`src/rtl/tile_search_pkg.sv`:
```
// Shared grid definitions for the tile search engine.
//   GridLen : candidates per row; default width of the index and value buses.
//   state_e : one-hot search FSM state (idle, request issued, response check).
package tile_search_pkg;

  localparam int unsigned GridLen = 9;

  typedef enum logic [2:0] {
    StIdle    = 3'b001,
    StRequest = 3'b010,
    StCheck   = 3'b100
  } state_e;

endpackage

```
`src/rtl/tile_search.sv`:
```
// Per-tile value search engine; requesting end of the row bias bus.
// Walks the shuffled candidate pool with one-hot index requests and commits the
// first returned value that does not collide with the peer-occupied mask.
// Ports:
//   clock, reset      : clock and synchronous active-high reset
//   start             : fresh search from index 0 (idle only)
//   resume            : continue from the index after the held one (idle only)
//   occupied[WIDTH]   : OR of peer-committed values, stable while busy
//   valtotry[WIDTH]   : one-hot candidate, valid the cycle after update
//   update            : request strobe to the responder
//   rqindex[WIDTH]    : one-hot pool index held (0 when none)
//   value[WIDTH]      : committed one-hot value (0 when uncommitted)
//   busy              : high outside idle
//   pass, fail        : one-cycle result pulses
module tile_search
  import tile_search_pkg::*;
#(
  parameter int unsigned WIDTH = GridLen
) (
  input  logic             clock,
  input  logic             reset,
  input  logic             start,
  input  logic             resume,
  input  logic [WIDTH-1:0] occupied,
  input  logic [WIDTH-1:0] valtotry,
  output logic             update,
  output logic [WIDTH-1:0] rqindex,
  output logic [WIDTH-1:0] value,
  output logic             busy,
  output logic             pass,
  output logic             fail
);

  state_e           state_q, state_d;
  logic [WIDTH-1:0] rqindex_q, rqindex_d;
  logic [WIDTH-1:0] value_q, value_d;
  logic             pass_q, pass_d;
  logic             fail_q, fail_d;

  // Last pool position is held: any further advance exhausts the pool.
  logic at_last;
  assign at_last = rqindex_q[WIDTH-1];

  always_comb begin
    state_d   = state_q;
    rqindex_d = rqindex_q;
    value_d   = value_q;
    pass_d    = 1'b0;
    fail_d    = 1'b0;
    unique case (state_q)
      StIdle: begin
        // A resume with no held position is a fresh start.
        if (start || (resume && rqindex_q == '0)) begin
          rqindex_d = WIDTH'(1);
          value_d   = '0;
          state_d   = StRequest;
        end else if (resume) begin
          value_d = '0;
          if (at_last) begin
            rqindex_d = '0;
            fail_d    = 1'b1;
          end else begin
            rqindex_d = rqindex_q << 1;
            state_d   = StRequest;
          end
        end
      end
      StRequest: begin
        state_d = StCheck;
      end
      StCheck: begin
        if ((valtotry & occupied) == '0) begin
          value_d = valtotry;
          pass_d  = 1'b1;
          state_d = StIdle;
        end else if (at_last) begin
          rqindex_d = '0;
          value_d   = '0;
          fail_d    = 1'b1;
          state_d   = StIdle;
        end else begin
          rqindex_d = rqindex_q << 1;
          state_d   = StRequest;
        end
      end
      default: begin
        state_d = StIdle;
      end
    endcase
  end

  always_ff @(posedge clock) begin
    if (reset) begin
      state_q   <= StIdle;
      rqindex_q <= '0;
      value_q   <= '0;
      pass_q    <= 1'b0;
      fail_q    <= 1'b0;
    end else begin
      state_q   <= state_d;
      rqindex_q <= rqindex_d;
      value_q   <= value_d;
      pass_q    <= pass_d;
      fail_q    <= fail_d;
    end
  end

  assign update  = (state_q == StRequest);
  assign busy    = (state_q != StIdle);
  assign rqindex = rqindex_q;
  assign value   = value_q;
  assign pass    = pass_q;
  assign fail    = fail_q;

endmodule

```
`config.mk`:
```
export PLATFORM = sky130hd
export DESIGN_NAME = tile_search
export DESIGN_NICKNAME = d
export VERILOG_FILES = /design/src/rtl/tile_search_pkg.sv /design/src/rtl/tile_search.sv
export SDC_FILE = /design/constraint.sdc
export NUM_CORES = 1
export LEC_CHECK = 0
export ABC_AREA = 1
export CORE_UTILIZATION = 40
export CTS_BUF_LIST = sky130_fd_sc_hd__clkbuf_4 sky130_fd_sc_hd__clkbuf_8
export DETAILED_ROUTE_END_ITERATION = 16
export GPL_ROUTABILITY_DRIVEN = 1
export PLACE_DENSITY = 0.76
export SLEW_MARGIN = 20
export SYNTH_ARGS = -nofsm -noshare
export SYNTH_HDL_FRONTEND = slang
export SYNTH_SLANG_ARGS = --single-unit
```
`constraint.sdc`:
```
create_clock -name clock -period 1.25 [get_ports clock]
set_input_delay 0.1875 -clock clock [delete_from_list [all_inputs] [get_ports clock]]
set_output_delay 0.1875 -clock clock [all_outputs]
set_load 0.03 [all_outputs]
```
==> results of run 1 <==
[timing repair]
action / 4_1_cts / 5_1_grt
gates resized for setup: 47 / 52
pin swaps: 5 / 17
endpoints found under the setup margin: 30 / 29
buffers inserted: 2 / 1
cloned: 1 / 0
[per-layer routing]
metal	share of wire	global-route usage	up-vias
li1	-	-	698
met4	0.018	0.111	0
met2	0.55	0.430	39
met3	0.040	0.0249	6
met5	0	0	-
met1	0.40	0.257	630
[how the worst min path moves through the flow]
stage | from | cells past startpoint | to | slack [ps]
5_1_grt | valtotry[4] | 3 | value[4] | 470
3_5_place_dp | value[4] | 2 | value[4] | 450
4_1_cts | valtotry[4] | 3 | value[4] | 430
3_3_place_gp | value[6] | 2 | value[6] | 450
2_1_floorplan | reset | 1 | value[1] | 260
6_report | valtotry[8] | 3 | value[8] | 430
[power by group through the flow]
stage | Sequential, mW | Clock, mW | Combinational, mW
3_3_place_gp | 1.08 | 0 | 2.52
4_1_cts | 1.10 | 0.382 | 2.87
5_1_grt | 1.20 | 0.406 | 3.57
2_1_floorplan | 1.42 | 0 | 1.39
3_5_place_dp | 1.10 | 0 | 2.57
6_report | 1.16 | 0.377 | 3.34
[flip-flops by register name, summed over array words and instances (netlist names)]
signal / flops
pass: 1
fail: 1
rqindex: 9
state_q: 3
value: 9
[worst reg2reg max path, stage by stage (launching register included)]
cell	delay (ps)
dfxtp_4	390
nor2_4	120
nand2_4	80
clkinv_4	70
nand3_4	110
nand2_8	160
clkinv_8	90
buf_6	120
nor2_2	70
nor2_1	40
[area by class of cell]
type	count	area [um2]	share of cell area
repair inverters	1	11.3	0.00527
clock buffers	3	22.5	0.0105
multi-input cells	126	815	0.381
repair buffers	73	671	0.314
inverters	17	88.8	0.0415
flip-flops and latches	23	484	0.226
well taps	31	38.8	0.0181
clock inverters	1	7.51	0.00351
[metrics by stage]
step	hold WS, ps	cell area, um2	total power [mW]	setup WS [ps]
floorplan	257	1240	2.81	-47.0
global placement	449	1850	3.61	-338
detailed placement	452	1850	3.67	-404
CTS	428	1980	4.35	-77.3
global route	471	2140	5.18	-151
finish	433	2140	4.88	-81.4
[cell usage after synthesis]
cell type,number
nand4_1,3
inv_1,12
buf_12,1
buf_4,1
inv_2,3
o21ai_2,6
nand3_2,1
o2111ai_1,1
nand3_1,7
a21oi_4,1
clkinv_2,1
nand2_4,1
a21oi_1,18
buf_2,2
nor2_1,18
nand3_4,1
nor2_2,10
nor3_1,3
clkbuf_1,1
inv_4,1
nand2_2,4
nor2_4,2
nand2_1,50
dfxtp_1,23
[kinds of logic after synthesis]
kind of cell,after synthesis
compound gates,26
flops,23
simple gates,100
buf+inv,22
==> flow_summary.json, run 1 <==
{
  "slowest_delay_ps": 390,
  "failed_checks": "design-rule violations, negative setup slack",
  "dieArea_mm2": 0.00325,
  "grt_pass1_vias": 1417,
  "ios": 44,
  "fin_setup_tns_ps": -720,
  "yosysTopAreaCell": "dfxtp_1",
  "clk_latency_ps": 330,
  "r2r_end": "rqindex[7]",
  "fin_crit_ps": 1330,
  "syn_nets": 193,
  "finalMaxSlewViolations": 0,
  "overflow": 0,
  "path_max_fanout": 7,
  "synth_fa_ha_area_frac": 0,
  "cts.path.max_buffers": 2,
  "globalplace.congestion": 0.851,
  "status": "complete, but fails checks",
  "rsz0062_at_grt": "true",
  "cts-root-buf": "clkbuf_4",
  "layout_setup_ws_ps": -81.4,
  "remaining_drc_errors": 2,
  "skew_ps": 5.15,
  "num_antenna_cells": 0,
  "grt_max_degree": 15,
  "drive_gt1_frac": 0.508,
  "r2r_start": "state_q[1]",
  "ys_ff_latch": 23,
  "start_util": 0.431,
  "grt_pass1_wl_um": 5890,
  "synthMuxAreaShare": 0,
  "yosysTopAreaCellShare": 0.381,
  "nNetsFinal": 267,
  "endpoint": "rqindex[7]",
  "netSwitchingFraction": 0.487,
  "internal_power_mw": 2.51,
  "power_density_mw_per_mm2": 2280,
  "post-route-util": 0.762,
  "drtPass1Iterations": 10,
  "dpl.hpwl_um": 2510,
  "cp_num_buf_inv": 3,
  "dp_cells": 267,
  "std_cell_rows": 19,
  "antenna_left": 0,
  "synth-simple-area-share": 0.391,
  "fp.dieH_um": 57.0,
  "setup_viol": 19,
  "cts_sinks": 23,
  "htreeDepth": 1,
  "final_common_cell": "nand2_1",
  "core_area_mm2": 0.00281,
  "synth-xor-area-share": 0,
  "power.share.sequential": 0.238,
  "yosys.cell_types.count": 24,
  "cap_violations": 0,
  "synth-seq-area-share": 0.381,
  "leakage_nw": 0.886,
  "ff2ff_setup_slack_ps": -80,
  "p_sw_mw": 2.38,
  "cp-start-kind": "register",
  "port_buffers": 43,
  "routed_wl_um": 3680,
  "syn-cell-area_mm2": 0.00121,
  "final_cell_mix": "44 x nand2_1, 30 x buf_4, 21 x clkdlybuf4s50_1",
  "wire_per_inst_um": 13.4,
  "arrival_ps": 1580,
  "synth.avg_cell_area_um2": 7.08,
  "num_vias": 1373,
  "synth_compound_area_frac": 0.139,
  "post-route-period-util": 1.07,
  "stdcell_count": 275,
  "fp.dieW_um": 57.0,
  "cp.required_ps": 1500,
  "r2r_cells": 9,
  "synth_top_family_by_area": "simple AND/OR/NAND/NOR gates",
  "slew_headroom": 0.799,
  "slowest_stage": "dfxtp_4",
  "viasPerCell": 4.99,
  "cts_tree": "built",
  "path_cells": "nor2_4 > nand2_4 > clkinv_4 > nand3_4 > nand2_8 > clkinv_8 > buf_6 > nor2_2 > nor2_1",
  "syn_inst": 171,
  "end_kind": "register",
  "p_comb_frac": 0.685,
  "hold_viol_final": 0,
  "drt_iter0_drc": 42,
  "antenna_found_initial": 0,
  "clock.fmax_ghz": 0.751,
  "numCtsBuffers": 3,
  "clkPwrFrac": 0.077,
  "synthToLayoutAreaGrowth_pct": 76.7,
  "path_delay_family": "simple AND/OR/NAND/NOR gates",
  "gr-usage-all-layers": 0.230,
  "cts_hold_buf": 0,
  "peakVddDrop_mv": 1.73,
  "min_path_type": "in2reg",
  "synth_area_leaders": "dfxtp_1 38%, nand2_1 16%, a21oi_1 7.4%",
  "crit_start": "state_q[1]",
  "crit_type": "reg2reg",
  "ys_warn_count": 0,
  "cp.depth": 9,
  "max_slew.worst_pin.slew_ps": 302,
  "nFillCells": 187,
  "clk_pin_slew_ps": 140
}
Power figures use the tool's default switching activity.
==> run 2, diff against run 1 <==
Settings changed: CORE_MARGIN set to 3.
==> run 2 against run 1 <==
  * Sequential share of layout area rose by 1.4 points
  * Sequential power about the same
  * Clock power shrank 5%
  * Clock skew is 2.7 ps lower
  * Non-clock buffer count shrank 1
  * Via count up 1.2%
  * Flip-flop and latch count stayed put
  * Cell count down 0.73%
  * Clock-buffer cell count is the same
  * The run ends with negative setup slack left
  * First-iteration DRC count increased by 21%
  * Largest cell class unchanged
  * Die area up 15%
==> flow_summary.json, run 2 (synthesis gave the netlist of run 1 again) <==
{
  "power_mw": 4.57,
  "fp.dieW_um": 61.0,
  "slowest_delay_ps": 390,
  "cap_violations": 0,
  "num_vias": 1389,
  "cp.required_ps": 1480,
  "gr-usage-all-layers": 0.200,
  "dieArea_mm2": 0.00372,
  "peakVddDrop_mv": 1.63,
  "nNetsFinal": 265,
  "cts_tree": "built",
  "antenna_found_initial": 0,
  "nFillCells": 221,
  "grt_max_degree": 14,
  "dpl.hpwl_um": 2530,
  "cts.path.max_buffers": 2,
  "max_slew.worst_pin.slew_ps": 292,
  "fp.dieH_um": 61.0,
  "routed_wl_um": 3560,
  "num_antenna_cells": 0,
  "cp-start-kind": "register",
  "arrival_ps": 1550,
  "path_cells": "inv_2 > nand3_4 > nor2_4 > a21oi_4 > nand2_4 > inv_8 > buf_6 > nor2_2 > nor2_1",
  "skew_ps": 2.41,
  "finalMaxSlewViolations": 0,
  "core_area_mm2": 0.00283,
  "status": "complete, but fails checks",
  "overflow": 0,
  "path_delay_family": "simple AND/OR/NAND/NOR gates",
  "cp_num_buf_inv": 3,
  "start_util": 0.428,
  "viasPerCell": 5.09,
  "end_kind": "register",
  "grt_pass1_wl_um": 5650,
  "antenna_left": 0,
  "crit_type": "reg2reg",
  "pre_cts_ws_ps": -399,
  "grt_pass1_vias": 1347,
  "layout_setup_ws_ps": -76.2,
  "remaining_drc_errors": 0,
  "rsz0062_at_grt": "true",
  "drtPass1Iterations": 4,
  "globalplace.congestion": 0.888,
  "clk_latency_ps": 320,
  "clock.fmax_ghz": 0.754,
  "path_max_fanout": 11,
  "slew_headroom": 0.806,
  "port_buffers": 43,
  "fin_crit_ps": 1330,
  "wire_per_inst_um": 13.0,
  "final_cell_mix": "49 x nand2_1, 34 x buf_4, 21 x clkdlybuf4s50_1",
  "power_density_mw_per_mm2": 2300,
  "hold_viol_final": 0,
  "drt_iter0_drc": 51,
  "setup_viol": 8,
  "final_common_cell": "nand2_1",
  "slowest_stage": "dfxtp_4",
  "post-route-util": 0.702,
  "leakage_nw": 0.851,
  "cts-root-buf": "clkbuf_4",
  "failed_checks": "negative setup slack",
  "std_cell_rows": 19,
  "cts_sinks": 23,
  "drive_gt1_frac": 0.479,
  "clk_pin_slew_ps": 130,
  "post-route-period-util": 1.06,
  "synthToLayoutAreaGrowth_pct": 64.1,
  "ios": 44,
  "htreeDepth": 1,
  "min_path_type": "in2reg",
  "numCtsBuffers": 3
}
==> run 2: cell count changes in the layout (fill, tap and decap cells not counted), moves of 2 or more <==
cell	previous run	this run
a21oi_1	13	9
a21oi_2	5	9
buf_4	30	34
buf_6	9	5
clkbuf_2	3	10
clkdlybuf4s15_2	7	0
dfxtp_2	4	7
dfxtp_4	5	2
inv_1	8	10
nand2_1	44	49
nand2_2	6	3
nor2_2	16	14
==> run 2: area by class of cell <==
cell class	count	area, um2	area share
clock buffer	3	22.5	0.0113
clock inverter	1	5.00	0.00252
inverter	17	81.3	0.0410
multi-input combinational	126	759	0.382
sequential	23	477	0.240
tap	31	38.8	0.0195
timing repair buffer	72	602	0.303
==> run 2: layer usage <==
metal | up-vias | part of all wire | global-route usage
met5 | - | 0 | 0
met4 | 0 | 0.025 | 0.0650
met3 | 8 | 0.032 | 0.0255
met2 | 39 | 0.53 | 0.354
met1 | 646 | 0.41 | 0.249
li1 | 696 | - | -
==> run 2: repair_timing <==
action / in CTS / in global routing
hold buffers: 0 / 0
setup buffers: 3 / 0
endpoints found under the setup margin: 27 / 35
pin swaps: 4 / 7
resized for setup: 44 / 30
==> run 2: power by group <==
part | internal (mW) | total (mW) | switching (mW)
sequential | 0.957 | 1.14 | 0.178
clock | 0.120 | 0.359 | 0.239
combinational | 1.32 | 3.08 | 1.75
==> run 2: worst register-to-register path, delay by kind of cell (launching register included) <==
| kind | cells | cell delay, ps |
|---|---|---|
| buffers and inverters | 3 | 260 |
| flip-flops | 1 | 390 |
| AND/OR/NAND/NOR | 5 | 540 |
| AO/OA/AOI/OAI | 1 | 50 |
==> run 2: final timing paths <==
| path | startpoint | end | slack (ps) | cells past startpoint |
|---|---|---|---|---|
| worst min-delay path | valtotry[5] | value[5] | 440 | 3 |
| worst min register to register | value[8] | value[8] | 470 | 2 |
| worst max register to register | state_q[2] | rqindex[7] | -80 | 9 |
| worst max-delay path | state_q[2] | rqindex[7] | -80 | 9 |
==> run 2: per-stage QoR <==
stage	cells	TNS, ps	hold slack (ps)	cell area, um2
after detailed placement	266	-6640	454	1840
after floorplan	171	-309	257	1240
final	273	-266	439	1990
after global placement	266	-6340	450	1840
after CTS	273	-207	439	1980
after global routing	273	-1370	451	1990
==> run 3, diff against run 2 <==
Settings changed: CORE_UTILIZATION 40 to 39, CTS_BUF_LIST sky130_fd_sc_hd__clkbuf_4 sky130_fd_sc_hd__clkbuf_8 to not set, PLACE_DENSITY 0.76 to 0.78.
==> run 3 against run 2 <==
  * The run still ends with negative setup slack left
  * Global-route usage shrank 2.4 points
  * Setup slack lost 11 ps
  * Final area shrank 2.1%
  * Worst hold slack gained 9.1 ps
  * Utilization shrank 2.0 points
  * Critical path depth shrank 1
  * Cell count grew 0.37%
  * Via count shrank 7.3%
  * Total power shrank 4.3%
  * Clock power shrank 2%
  * Clock skew grew 4.1 ps
  * First-iteration DRC count grew 9.8%
  * Critical endpoint is now rqindex[2]
  * Largest cell class unchanged
  * Highest routed layer unchanged
==> flow_summary.json, run 3 (synthesis gave the netlist of run 1 again) <==
{
  "status": "complete, but fails checks",
  "failed_checks": "negative setup slack",
  "hold_viol_final": 0,
  "routed_wl_um": 3250,
  "drive_gt1_frac": 0.449,
  "cts.path.max_buffers": 2,
  "grt_max_degree": 15,
  "htreeDepth": 1,
  "setup_viol": 14,
  "slew_headroom": 0.802,
  "globalplace.congestion": 0.827,
  "cp.required_ps": 1470,
  "fin_setup_tns_ps": -637,
  "final_common_cell": "nand2_1",
  "pre_cts_ws_ps": -360,
  "remaining_drc_errors": 0,
  "fin_crit_ps": 1340,
  "cp.depth": 8,
  "viasPerCell": 4.70,
  "numCtsBuffers": 3,
  "drt_iter0_drc": 56,
  "final_cell_mix": "49 x nand2_1, 33 x buf_4, 21 x clkdlybuf4s50_1",
  "dieArea_mm2": 0.00381,
  "power_density_mw_per_mm2": 2250,
  "std_cell_rows": 19,
  "power_mw": 4.37,
  "path_max_fanout": 5,
  "place_area_mm2": 0.00185,
  "path_delay_family": "simple AND/OR/NAND/NOR gates",
  "port_buffers": 43,
  "crit_top_cell": "nor2_2",
  "gr-usage-all-layers": 0.176,
  "path_cells": "nor2_2 > nand2_2 > clkinv_2 > nand3_4 > nand2_4 > buf_6 > nor2_1 > nor2_2",
  "peakVddDrop_mv": 1.43,
  "fp.dieW_um": 61.7,
  "arrival_ps": 1560,
  "grt_pass1_vias": 1095,
  "overflow": 0,
  "cts_sinks": 23,
  "fp.dieH_um": 61.7,
  "clock.fmax_ghz": 0.748,
  "wire_per_inst_um": 11.9,
  "ios": 44,
  "clk_pin_slew_ps": 130,
  "endpoint": "rqindex[2]",
  "cp_num_buf_inv": 2,
  "cts-root-buf": "clkbuf_4",
  "rsz0062_at_grt": "true",
  "finalMaxSlewViolations": 0,
  "num_vias": 1287,
  "min_path_type": "in2reg",
  "num_antenna_cells": 0,
  "end_kind": "register",
  "layout_setup_ws_ps": -87.4,
  "leakage_nw": 0.839,
  "antenna_left": 0,
  "post-route-util": 0.682,
  "synthToLayoutAreaGrowth_pct": 60.7,
  "cap_violations": 0,
  "start_util": 0.424,
  "cts_tree": "built",
  "nNetsFinal": 266,
  "stdcell_area_mm2": 0.00194,
  "slowest_stage": "dfxtp_2",
  "antenna_found_initial": 0,
  "slowest_delay_ps": 390,
  "max_slew.worst_pin.slew_ps": 298,
  "crit_start": "state_q[0]",
  "r2r_start": "state_q[0]",
  "ff2ff_setup_slack_ps": -90,
  "core_area_mm2": 0.00285,
  "drtPass1Iterations": 4,
  "crit_type": "reg2reg",
  "dpl.hpwl_um": 2460,
  "skew_ps": 6.51,
  "post-route-period-util": 1.07,
  "r2r_cells": 8,
  "cp-start-kind": "register",
  "r2r_end": "rqindex[2]",
  "grt_pass1_wl_um": 4980,
  "clk_latency_ps": 310
}
==> run 3: changes by cell type in the layout (fill, tap and decap cells not counted), sizes merged <==
| cell | delta |
|---|---|
| buf | -1 |
| clkbuf | -3 |
| clkinv | -1 |
| clkdlybuf4s15 | +4 |
| inv | +1 |
| clkinvlp | +1 |
==> run 3: through the flow <==
step	hold WS, ps	std cells
2_1_floorplan	257	171
3_3_place_gp	448	268
3_5_place_dp	454	268
4_1_cts	439	274
5_1_grt	431	274
6_report	448	274
==> run 3: cell type report <==
class / count / area [um2]
repair buffers: 72 / 616
inverters: 17 / 75.1
fillers: 245 / 908
clock inverters: 1 / 7.51
clock buffers: 3 / 22.5
multi-input cells: 126 / 709
well taps: 31 / 38.8
flip-flops and latches: 23 / 469
repair inverters: 1 / 6.26
==> run 3: worst min path at each step <==
stage                      startpoint        to  slack (ps)  cells past startpoint
after global placement       value[8]  value[8]         450                      2
final                     valtotry[5]  value[5]         450                      3
after global routing      valtotry[3]  value[3]         430                      3
after floorplan                 reset  value[1]         260                      1
after detailed placement     value[8]  value[8]         450                      2
after CTS                 valtotry[5]  value[5]         440                      3
==> run 3: power breakdown <==
part / internal [mW] / switching, mW / total [mW] / leakage, nW
registers: 0.942 / 0.139 / 1.08 / 0.190
clock network: 0.122 / 0.231 / 0.353 / 0.0139
logic: 1.25 / 1.69 / 2.94 / 0.636
total: 2.31 / 2.06 / 4.37 / 0.839
==> run 3: worst min-delay path, cell delays in order <==
cell	delay (ps)
clkdlybuf4s50_1	410
nand2_1	80
a21oi_1	60
==> run 3: per-layer routing <==
layer	vias to the layer above	wire length, um	GRT usage
met5	-	0	0
met2	20	1560	0.272
met3	6	58	0.0207
met4	0	79	0.0788
met1	572	1550	0.244
li1	689	-	-
==> run 3: repair_timing <==
action | in CTS | in global routing
gates resized for setup | 39 | 22
gates cloned | 1 | 0
hold endpoints to repair | 0 | 0
setup endpoints to repair | 31 | 32
hold buffers | 0 | 0
buffers inserted | 1 | 0
pin swaps | 2 | 5
